`src/rtl/hw2_alu_pkg.sv`:
```
// Shared definitions for the hw2 ALU, its scheduler and the benches around them.
package hw2_alu_pkg;

  localparam int ALU_LAT_DEFAULT = 2;
  localparam int OPND_W          = 8;
  localparam int RES_W           = 16;

  // Opcodes understood by the ALU; the scheduler passes them through untouched.
  typedef enum logic [2:0] {
    OP_ADD   = 3'b000,  // A + B
    OP_SUB   = 3'b001,  // B - A
    OP_MUL   = 3'b010,  // A * B
    OP_AND   = 3'b011,  // A & B
    OP_XOR   = 3'b100,  // A ^ B
    OP_ABS   = 3'b101,  // |A| with A signed, B ignored
    OP_SUBX4 = 3'b110,  // (B - A) * 4 mod 2^16
    OP_RSVD  = 3'b111   // issued and tagged, result is don't-care
  } alu_op_e;

  // One slot of the tag pipe that follows an operation through the ALU.
  typedef struct packed {
    logic vld;
    logic id;
  } tag_t;

  // One response FIFO entry: requester id plus the ALU result.
  typedef struct packed {
    logic             id;
    logic [RES_W-1:0] data;
  } rsp_t;

endpackage

```
`src/rtl/hw2_alu_sched_fifo.sv`:
```
// Synchronous response FIFO; the head entry is driven straight from storage.
module hw2_alu_sched_fifo
  import hw2_alu_pkg::*;
#(
  parameter int DEPTH = 4,
  parameter int WIDTH = $bits(rsp_t)
) (
  input  logic             clk_i,
  input  logic             rst_ni,
  input  logic             push_i,
  input  logic [WIDTH-1:0] data_i,
  input  logic             pop_i,
  output logic [WIDTH-1:0] data_o,
  output logic             full_o,
  output logic             empty_o
);

  localparam int PW = (DEPTH > 1) ? $clog2(DEPTH) : 1;
  localparam int CW = $clog2(DEPTH + 1);
  localparam logic [PW-1:0] LAST_PTR = PW'(DEPTH - 1);
  localparam logic [CW-1:0] FULL_CNT = CW'(DEPTH);

  logic [WIDTH-1:0] mem_q [DEPTH];
  logic [PW-1:0]    wr_ptr_q, wr_ptr_d;
  logic [PW-1:0]    rd_ptr_q, rd_ptr_d;
  logic [CW-1:0]    cnt_q, cnt_d;
  logic             do_push, do_pop;

  assign empty_o = (cnt_q == '0);
  assign full_o  = (cnt_q == FULL_CNT);
  assign do_pop  = pop_i && !empty_o;
  // A pop frees the slot the simultaneous push needs, even when full.
  assign do_push = push_i && (!full_o || do_pop);
  assign data_o  = mem_q[rd_ptr_q];

  // Next pointers and occupancy from this cycle's push/pop.
  always_comb begin
    // NOTE: every signal driven here gets a default first, so no path can leave one unassigned and infer a latch.
    wr_ptr_d = wr_ptr_q;
    rd_ptr_d = rd_ptr_q;
    cnt_d    = cnt_q;
    if (do_push) wr_ptr_d = (wr_ptr_q == LAST_PTR) ? '0 : wr_ptr_q + PW'(1);
    if (do_pop)  rd_ptr_d = (rd_ptr_q == LAST_PTR) ? '0 : rd_ptr_q + PW'(1);
    case ({do_push, do_pop})
      2'b10:   cnt_d = cnt_q + CW'(1);
      2'b01:   cnt_d = cnt_q - CW'(1);
      default: cnt_d = cnt_q;
    endcase
  end

  // Storage, pointers and occupancy registers.
  always_ff @(posedge clk_i or negedge rst_ni) begin
    // NOTE: non-blocking assignments so every flop samples pre-edge values regardless of statement order.
    if (!rst_ni) begin
      // NOTE: storage is reset because the head is visible on the outputs and must read zero out of reset.
      for (int i = 0; i < DEPTH; i++) mem_q[i] <= '0;
      wr_ptr_q <= '0;
      rd_ptr_q <= '0;
      cnt_q    <= '0;
    end else begin
      if (do_push) mem_q[wr_ptr_q] <= data_i;
      wr_ptr_q <= wr_ptr_d;
      rd_ptr_q <= rd_ptr_d;
      cnt_q    <= cnt_d;
    end
  end

  // A push landing on a full FIFO without a pop would silently drop a result.
  always_ff @(posedge clk_i) begin
    if (rst_ni) assert (!(push_i && full_o && !do_pop));
  end

endmodule

```
`src/rtl/hw2_alu_sched.sv`:
```
// Round-robin scheduler sharing one pipelined ALU between two requesters,
// returning id-tagged results in issue order through a credit-protected FIFO.
module hw2_alu_sched
  import hw2_alu_pkg::*;
#(
  parameter int ALU_LAT = ALU_LAT_DEFAULT,
  parameter int DEPTH   = 4
) (
  input  logic              clk_p_i,
  input  logic              reset_n_i,
  input  logic              req0_valid_i,
  output logic              req0_ready_o,
  input  logic [OPND_W-1:0] req0_a_i,
  input  logic [OPND_W-1:0] req0_b_i,
  input  logic [2:0]        req0_inst_i,
  input  logic              req1_valid_i,
  output logic              req1_ready_o,
  input  logic [OPND_W-1:0] req1_a_i,
  input  logic [OPND_W-1:0] req1_b_i,
  input  logic [2:0]        req1_inst_i,
  output logic [OPND_W-1:0] alu_a_o,
  output logic [OPND_W-1:0] alu_b_o,
  output logic [2:0]        alu_inst_o,
  input  logic [RES_W-1:0]  alu_data_i,
  output logic              rsp_valid_o,
  input  logic              rsp_ready_i,
  output logic              rsp_id_o,
  output logic [RES_W-1:0]  rsp_data_o
);

  localparam int CW = $clog2(DEPTH + 1);
  localparam logic [CW-1:0] DEPTH_C = CW'(DEPTH);

  logic              rr_q, rr_d;
  logic [CW-1:0]     outst_q, outst_d;
  logic [OPND_W-1:0] alu_a_q, alu_b_q;
  logic [2:0]        alu_inst_q;
  tag_t              tag_q [ALU_LAT+1];  // index 0 is the tail, ALU_LAT the head

  logic pop, issue_ok, gnt0, gnt1, accept, win_id;
  logic fifo_empty, fifo_full;
  rsp_t push_data, fifo_head;

  assign pop          = rsp_valid_o && rsp_ready_i;
  assign req0_ready_o = gnt0;
  assign req1_ready_o = gnt1;
  assign alu_a_o      = alu_a_q;
  assign alu_b_o      = alu_b_q;
  assign alu_inst_o   = alu_inst_q;
  assign rsp_valid_o  = !fifo_empty;
  assign rsp_id_o     = fifo_head.id;
  assign rsp_data_o   = fifo_head.data;
  assign push_data    = '{id: tag_q[ALU_LAT].id, data: alu_data_i};

  // Arbitration and credit accounting; a pop this cycle lends its credit to an issue.
  always_comb begin
    issue_ok = (outst_q < DEPTH_C) || pop;
    gnt0     = issue_ok && req0_valid_i && (!req1_valid_i || !rr_q);
    gnt1     = issue_ok && req1_valid_i && (!req0_valid_i || rr_q);
    accept   = gnt0 || gnt1;
    win_id   = gnt1;
    rr_d     = accept ? ~win_id : rr_q;
    outst_d  = outst_q;
    if (accept && !pop)      outst_d = outst_q + CW'(1);
    else if (pop && !accept) outst_d = outst_q - CW'(1);
  end

  // Round-robin pointer, credit counter and the operand/opcode issue registers.
  always_ff @(posedge clk_p_i or negedge reset_n_i) begin
    if (!reset_n_i) begin
      rr_q       <= 1'b0;
      outst_q    <= '0;
      alu_a_q    <= '0;
      alu_b_q    <= '0;
      alu_inst_q <= '0;
    end else begin
      rr_q    <= rr_d;
      outst_q <= outst_d;
      if (accept) begin
        alu_a_q    <= win_id ? req1_a_i    : req0_a_i;
        alu_b_q    <= win_id ? req1_b_i    : req0_b_i;
        alu_inst_q <= win_id ? req1_inst_i : req0_inst_i;
      end
    end
  end

  // Tag pipe: shifts every cycle so its head lines up with the matching ALU result.
  always_ff @(posedge clk_p_i or negedge reset_n_i) begin
    if (!reset_n_i) begin
      for (int i = 0; i <= ALU_LAT; i++) tag_q[i] <= '0;
    end else begin
      tag_q[0] <= '{vld: accept, id: win_id};
      for (int i = 1; i <= ALU_LAT; i++) tag_q[i] <= tag_q[i-1];
    end
  end

  hw2_alu_sched_fifo #(
    .DEPTH (DEPTH),
    .WIDTH ($bits(rsp_t))
  ) u_fifo (
    .clk_i   (clk_p_i),
    .rst_ni  (reset_n_i),
    .push_i  (tag_q[ALU_LAT].vld),
    .data_i  (push_data),
    .pop_i   (pop),
    .data_o  (fifo_head),
    .full_o  (fifo_full),
    .empty_o (fifo_empty)
  );

  // The credit counter covers every FIFO entry, so a full FIFO implies all credits used.
  always_ff @(posedge clk_p_i) begin
    if (reset_n_i) assert (!fifo_full || outst_q == DEPTH_C);
  end

endmodule
```
`config.mk`:
```
export PLATFORM = sky130hd
export DESIGN_NAME = hw2_alu_sched
export DESIGN_NICKNAME = d
export VERILOG_FILES = /design/src/rtl/hw2_alu_pkg.sv /design/src/rtl/hw2_alu_sched_fifo.sv /design/src/rtl/hw2_alu_sched.sv
export SDC_FILE = /design/constraint.sdc
export NUM_CORES = 1
export LEC_CHECK = 0
export CAP_MARGIN = 20
export CORE_MARGIN = 2
export CORE_UTILIZATION = 48
export CTS_BUF_LIST = sky130_fd_sc_hd__clkbuf_2
export CTS_CLUSTER_DIAMETER = 60
export DETAILED_ROUTE_END_ITERATION = 16
export GPL_ROUTABILITY_DRIVEN = 0
export HOLD_SLACK_MARGIN = 0.05
export PLACE_DENSITY = 0.79
export REMOVE_ABC_BUFFERS = 1
export SYNTH_ARGS = -nofsm -noshare
export SYNTH_HDL_FRONTEND = slang
export SYNTH_SLANG_ARGS = --single-unit
export TNS_END_PERCENT = 10
```
`constraint.sdc`:
```
create_clock -name clk_p_i -period 2.4 [get_ports clk_p_i]
set_input_delay 0.72 -clock clk_p_i [delete_from_list [all_inputs] [get_ports clk_p_i]]
set_output_delay 0.72 -clock clk_p_i [all_outputs]
set_load 0.005 [all_outputs]
```
==> flow_metrics.tcl, run 1 <==
set metrics [dict create \
    outcome "complete, but fails checks" \
    violations "negative setup slack" \
    finalClockSkew_ns 0.0272 \
    start_util_pct 49.9 \
    combPwrFrac_pct 48.9 \
    synth_compound_area_share_pct 8.56 \
    die_x_um 102 \
    synth_simple_gate_area_share_pct 2.43 \
    leakage_nw 2.55 \
    viasPerCell 5.37 \
    ys_ff_latch 104 \
    core_area_sq_mm 0.00928 \
    worstPathArrival_ns 1.96 \
    drc 0 \
    r2r_start "u_fifo.cnt_q[1]$_DFFE_PN0P_" \
    n_antenna_cell 0 \
    setup_viol_count_final 18 \
    synth_xor_area_share_pct 1.13 \
    synth_cells 300 \
    cap_violations 0 \
    grt_max_degree 39 \
    synthTopCellsByArea "dfrtp_1 56%, mux2_2 18%, mux4_2 8.3%" \
    synth_top_family_by_area "multiplexers" \
    synth_edf_count 0 \
    synthesis.area_sq_mm 0.00463 \
    start_kind "flip-flop" \
    cts.path.max_buffers 2 \
    critical_path_required_ns 1.68 \
    synth_cell_types 29 \
    tns_ns -4.25 \
    ir_drop_v 0.000657 \
    slew_headroom_pct 27.3 \
    grt_use_total_pct 19.9 \
    synthMuxAreaShare_pct 26.0 \
    grt_pass1_vias 3208 \
    htree_num_levels 3 \
    antenna_found_initial 0 \
    yosysTopAreaCellShare_pct 56.2 \
    slew_violations 0 \
    min_path_cells 0 \
    synth-main-ff-cell "dfrtp_1" \
    cts_root_buffer "clkbuf_2" \
    detail-route-antenna-nets 0 \
    fmax_ghz 0.373 \
    syn_area_per_cell_sq_um 15.4 \
    worst_pin_slew_ns 1.09 \
    num_rows 35 \
    area_delta_synth_final_pct 32.2 \
    layout-drive-gt1-share_pct 39.6 \
    worstSetupPathType "reg -> out" \
    clkSlewWorstSetupHoldPaths_ns 0.29 \
    min_from "tag_q[4]$_DFF_PN0_" \
    yosys_warnings 0 \
    seq_area_frac_synth_pct 56.2 \
    seq_power_share_pct 39.3 \
    clock-sinks 104 \
    synth.largest_area_cell "dfrtp_1" \
    ys_async_sr_fraction_pct 100 \
    synthAdderAreaFrac_pct 2.76 \
    hold_violations 0 \
    dpl.cell_count 528 \
    vias 2999 \
    insertion_delay_ns 0.56 \
    r2r_cells 9 \
    cts_tree "yes" \
    holdCritPathClass "reg -> reg" \
    io_pins 98 \
    finalCriticalPeriod_ns 2.68 \
    cts_made_buffers 9 \
    intPower_mw 5.47 \
    numPortBuffers 97 \
    firstDrtPassIters 4 \
    pwr-share-clk_pct 11.8 \
    drt_iter0_markers 64 \
    worst_slack_ns -0.281 \
    hpwl_mm 6.52 \
    rsz0062_at_grt "true" \
    fin_nets 492 \
    crit_fanout 5 \
    crit_path_end_kind "primary output" \
    power_density_mw_per_mm2 1310 \
    swShare_pct 31.7 \
    die_h_um 102 \
    die-area_sq_mm 0.0105 \
    wl_per_cell_um 17.5 \
    overflow 0 \
    fin_crit_sh_pct 112 \
    p_sw_mw 2.53 \
    startpoint "u_fifo.rd_ptr_q[0]$_DFFE_PN0P_" \
    final_core_util_pct 66.0 \
    grt_pass1_wl_mm 15.8 \
    stdcell_count 558 \
    drt_wl_total_mm 9.79 \
]
## synthesized netlist by cell type (all sizes together) (2+ instances only)
| master | instances |
|---|---|
| a21oi | 2 |
| a2bb2oi | 20 |
| buf | 11 |
| clkbuf | 7 |
| dfrtp | 104 |
| fa | 2 |
| ha | 7 |
| inv | 8 |
| mux2 | 72 |
| mux4 | 17 |
| nand2 | 5 |
| nor2 | 8 |
| o32ai | 19 |
| xnor2 | 2 |
| xor2 | 4 |
## worst paths after layout
check / to / slack (ns)
setup / recovery: rsp_data_o[15] / -0.28
hold / removal: tag_q[2]$_DFF_PN0_ / 0.39
setup reg to reg: outst_q[1]$_DFFE_PN0P_ / 0.17
hold reg to reg: tag_q[2]$_DFF_PN0_ / 0.39
max in group asynchronous: u_fifo.rd_ptr_q[0]$_DFFE_PN0P_ / 1.21
min in group asynchronous: u_fifo.mem_q[51]$_DFFE_PN0P_ / 0.61
## worst max-delay path, stage by stage, from the launching register on
cell and delay, ns:
dfrtp_2 0.52, buf_12 0.14, buf_6 0.10, mux4_2 0.50, buf_2 0.14
## state kept, by name, summed over array words and instances, names as in the netlist
signal	count
rr_q	1
alu_inst_o	3
alu_b_o	8
u_fifo.mem_q	68
u_fifo.rd_ptr_q	2
u_fifo.wr_ptr_q	2
outst_q	3
push_data	1
tag_q	5
alu_a_o	8
u_fifo.cnt_q	3
## what timing repair did
| action | in CTS | in global routing |
|---|---|---|
| buffers inserted | 12 | 0 |
| hold endpoints to repair | 4 | 0 |
| endpoints found under the setup margin | 20 | 20 |
| pin swaps | 2 | 1 |
| resized for setup | 92 | 4 |
| cloned | 1 | 0 |
| hold buffers | 1 | 0 |
## layout make-up
type | count | area (sq um)
inverters | 8 | 30.0
clock inverters | 7 | 101
clock buffers | 9 | 45.0
multi-input cells | 170 | 1910
well taps | 129 | 161
flip-flops and latches | 104 | 2610
repair buffers | 131 | 1270
fillers | 695 | 3160
## metrics by stage
stage / cell area [sq um] / hold slack (ns) / setup WS (ns) / power [mW]
detailed placement: 5880 / 0.344 / -0.558 / 7.07
global route: 6120 / 0.397 / -0.385 / 8.55
CTS: 6120 / 0.406 / -0.322 / 8.08
floorplan: 4530 / 0.331 / -0.544 / 5.23
global placement: 5880 / 0.333 / -0.558 / 6.91
finish: 6120 / 0.394 / -0.281 / 8.00
## kinds of logic (layout without fill, tap and decap cells)
logic type | Yosys count | in the layout
AND/OR/NAND/NOR | 19 | 19
XOR/XNOR | 6 | 6
flip-flops | 104 | 104
AO/OA/AOI/OAI | 46 | 46
buffers and inverters | 26 | 155
adder cells (fa/ha/maj) | 9 | 9
multiplexers | 90 | 90
## routing by layer
metal	share of wire, %	vias to the layer above	global-route usage [%]
met1	43	1520	25.0
met4	0.82	0	4.92
met5	0	-	0
li1	-	1375	-
met2	50	95	34.3
met3	6.5	9	5.88
## power by group through the flow
stage          combinational (mW)  clock (mW)  sequential (mW)
2_1_floorplan                2.10           0             3.13
3_3_place_gp                 3.80           0             3.11
3_5_place_dp                 3.91           0             3.16
4_1_cts                      3.96       0.988             3.13
5_1_grt                      4.24        1.06             3.25
6_report                     3.91       0.946             3.14
## cells in the final DEF, fill, tap and decap left out, types with 2 or more instances in the layout
cell	Yosys	routed
buf_12	0	7
ha_1	7	7
dlygate4sd2_1	0	2
xnor2_1	2	2
bufinv_16	0	2
dfrtp_2	0	3
o32ai_1	19	19
fa_1	2	2
nor2_2	4	4
a2bb2oi_1	20	20
inv_1	8	8
xor2_1	4	4
mux2_2	72	72
inv_6	0	3
clkbuf_2	0	11
dfrtp_1	104	101
buf_6	4	10
nor2_1	4	4
mux4_2	17	17
clkinvlp_4	0	2
buf_2	7	16
buf_4	0	18
nand2_1	5	5
clkdlybuf4s50_1	0	74
a21oi_1	2	2
No activity file was read; power rests on OpenSTA's default activity.
==> run 2: changes to the inputs <==
- CORE_MARGIN: 2 -> 1.5
- CORE_UTILIZATION: 48 -> 59
- DONT_BUFFER_PORTS: unset -> 1
- PLACE_DENSITY: 0.79 -> 0.78
==> run 2 against run 1 <==
First-iteration DRC count increased by 55%. Setup slack improved by 0.23 ns. Highest routed layer unchanged. Largest power group is now registers. Sequential power increased by 2%. The run ends with negative hold slack, negative setup slack left. Worst hold slack got worse by 0.59 ns. Combinational power decreased by 28%.
==> flow_metrics.tcl, run 2 (synthesized netlist as in run 1, its figures left out) <==
set metrics [dict create \
    slew_headroom_pct 53.3 \
    die_h_um 91.6 \
    core_area_sq_mm 0.00765 \
    finalCriticalPeriod_ns 2.45 \
    die_x_um 91.6 \
    num_rows 32 \
    grt_pass1_vias 2899 \
    cts_root_buffer "clkbuf_2" \
    fin_nets 375 \
    stdcell_count 413 \
    critical_path_required_ns 1.68 \
    final_core_util_pct 64.7 \
    largest_reg_flops 68 \
    ir_drop_v 0.000594 \
    r2r_start "u_fifo.cnt_q[1]$_DFFE_PN0P_" \
    worst_slack_ns -0.0502 \
    worstPathArrival_ns 1.73 \
    place_area_sq_mm 0.00479 \
    worst_pin_slew_ns 0.698 \
    area_delta_synth_final_pct 6.83 \
    cts_made_buffers 9 \
    antenna_found_initial 0 \
    start_util_pct 60.6 \
    finalPower_mw 6.80 \
    start_kind "flip-flop" \
    holdCritPathClass "in -> async" \
    drt_wl_total_mm 8.40 \
    drt_iter0_markers 99 \
    grt_pass1_wl_mm 14.0 \
    numPortBuffers 0 \
    die-area_sq_mm 0.00839 \
    violations "negative hold slack, negative setup slack" \
    leakage_nw 2.02 \
    fin_crit_sh_pct 102 \
    crit_fanout 11 \
    viasPerCell 6.25 \
    r2r_cells 8 \
    hold_violations 104 \
    vias 2582 \
    critPathMaxStageDelay_ns 0.54 \
    top_register "u_fifo.mem_q" \
    holdWs_ns -0.191 \
    slew_violations 0 \
    detail-route-antenna-nets 0 \
    insertion_delay_ns 0.55 \
    path_cells "buf_12, mux4_2" \
    slowest_stage "mux4_2" \
    design_area_sq_mm 0.00495 \
    worstSetupPathType "reg -> out" \
    clock-sinks 104 \
    rrSetupSlack_ns 0.31 \
    crit_path_end_kind "primary output" \
    finalClockSkew_ns 0.0354 \
    layout-drive-gt1-share_pct 41.8 \
    cts_tree "yes" \
    io_pins 98 \
    grt_max_degree 105 \
    power_density_mw_per_mm2 1370 \
    n_antenna_cell 0 \
    firstDrtPassIters 4 \
    cts.path.max_buffers 2 \
    clkSlewWorstSetupHoldPaths_ns 0.26 \
    overflow 0 \
    hpwl_mm 5.84 \
    htree_num_levels 3 \
    regToRegEndpoint "u_fifo.cnt_q[2]$_DFFE_PN0P_" \
    outcome "complete, but fails checks" \
    wl_per_cell_um 20.3 \
    setup_viol_count_final 14 \
    grt_use_total_pct 21.9 \
    dpl.cell_count 396 \
    rsz0062_at_grt "true" \
    fmax_ghz 0.408 \
    final_common_cell "dfrtp_1" \
    cap_violations 0 \
    layout_common_cells "100 x dfrtp_1, 72 x mux2_2, 20 x a2bb2oi_1" \
    drc 0 \
]
run 2: cell types whose count changed in the layout (fill, tap and decap cells not counted), moves of 2 or more:
cell             previous run  this run
buf_4                      18         8
buf_12                      7         4
buf_2                      16         0
dlygate4sd2_1               2         0
clkdlybuf4s50_1            74         0
clkinv_2                    0         2
buf_6                      10         2
inv_6                       3         1
run 2: where the power goes:
part	leakage [nW]	switching (mW)	total, mW	internal, mW
Combinational	0.753	1.09	2.80	1.70
Sequential	1.20	0.587	3.21	2.63
Clock	0.0682	0.548	0.788	0.239
run 2: worst max-delay path, delay by kind of cell (launching register included):
family | cells | cell delay, ns
flops | 1 | 0.48
mux | 1 | 0.54
buf+inv | 1 | 0.17
run 2: per-stage QoR:
step	setup WS [ns]	TNS (ns)
floorplan	-0.544	-1.06
global placement	0.152	0
detailed placement	0.0634	0
CTS	-0.0863	-1.05
global route	-0.126	-1.68
finish	-0.0502	-0.452
run 2: final cells by class:
type                            instances  area, sq um
Multi-Input combinational cell        170         1910
Clock inverter                          5         56.3
Clock buffer                           10         50.0
Tap cell                              102          128
Inverter                                8         30.0
Timing Repair Buffer                   14          163
Fill cell                             544         2700
Sequential cell                       104         2610
run 2: repair_timing:
item,4_1_cts,5_1_grt
pin swaps,0,1
setup buffers,2,0
resized for setup,8,1
endpoints found under the setup margin,19,19
hold endpoints to repair,104,104
run 2: worst max path at each step:
stage | startpoint | to | slack, ns | cells past startpoint
4_1_cts | u_fifo.rd_ptr_q[0]$_DFFE_PN0P_ | rsp_data_o[15] | -0.09 | 2
5_1_grt | u_fifo.rd_ptr_q[0]$_DFFE_PN0P_ | rsp_data_o[15] | -0.13 | 2
6_report | u_fifo.rd_ptr_q[0]$_DFFE_PN0P_ | rsp_data_o[15] | -0.05 | 2
3_5_place_dp | rsp_ready_i | u_fifo.cnt_q[2]$_DFFE_PN0P_ | 0.06 | 8
2_1_floorplan | rsp_ready_i | outst_q[2]$_DFFE_PN0P_ | -0.54 | 8
3_3_place_gp | rsp_ready_i | u_fifo.cnt_q[2]$_DFFE_PN0P_ | 0.15 | 8
run 2: layer usage:
layer  global-route usage [%]  share of wire, %  up-vias
li1                         -                 -     1139
met1                     26.0                40     1345
met2                     38.1                53       88
met3                     6.11               5.7       10
met4                     8.20               1.5        0
met5                        0                 0        -
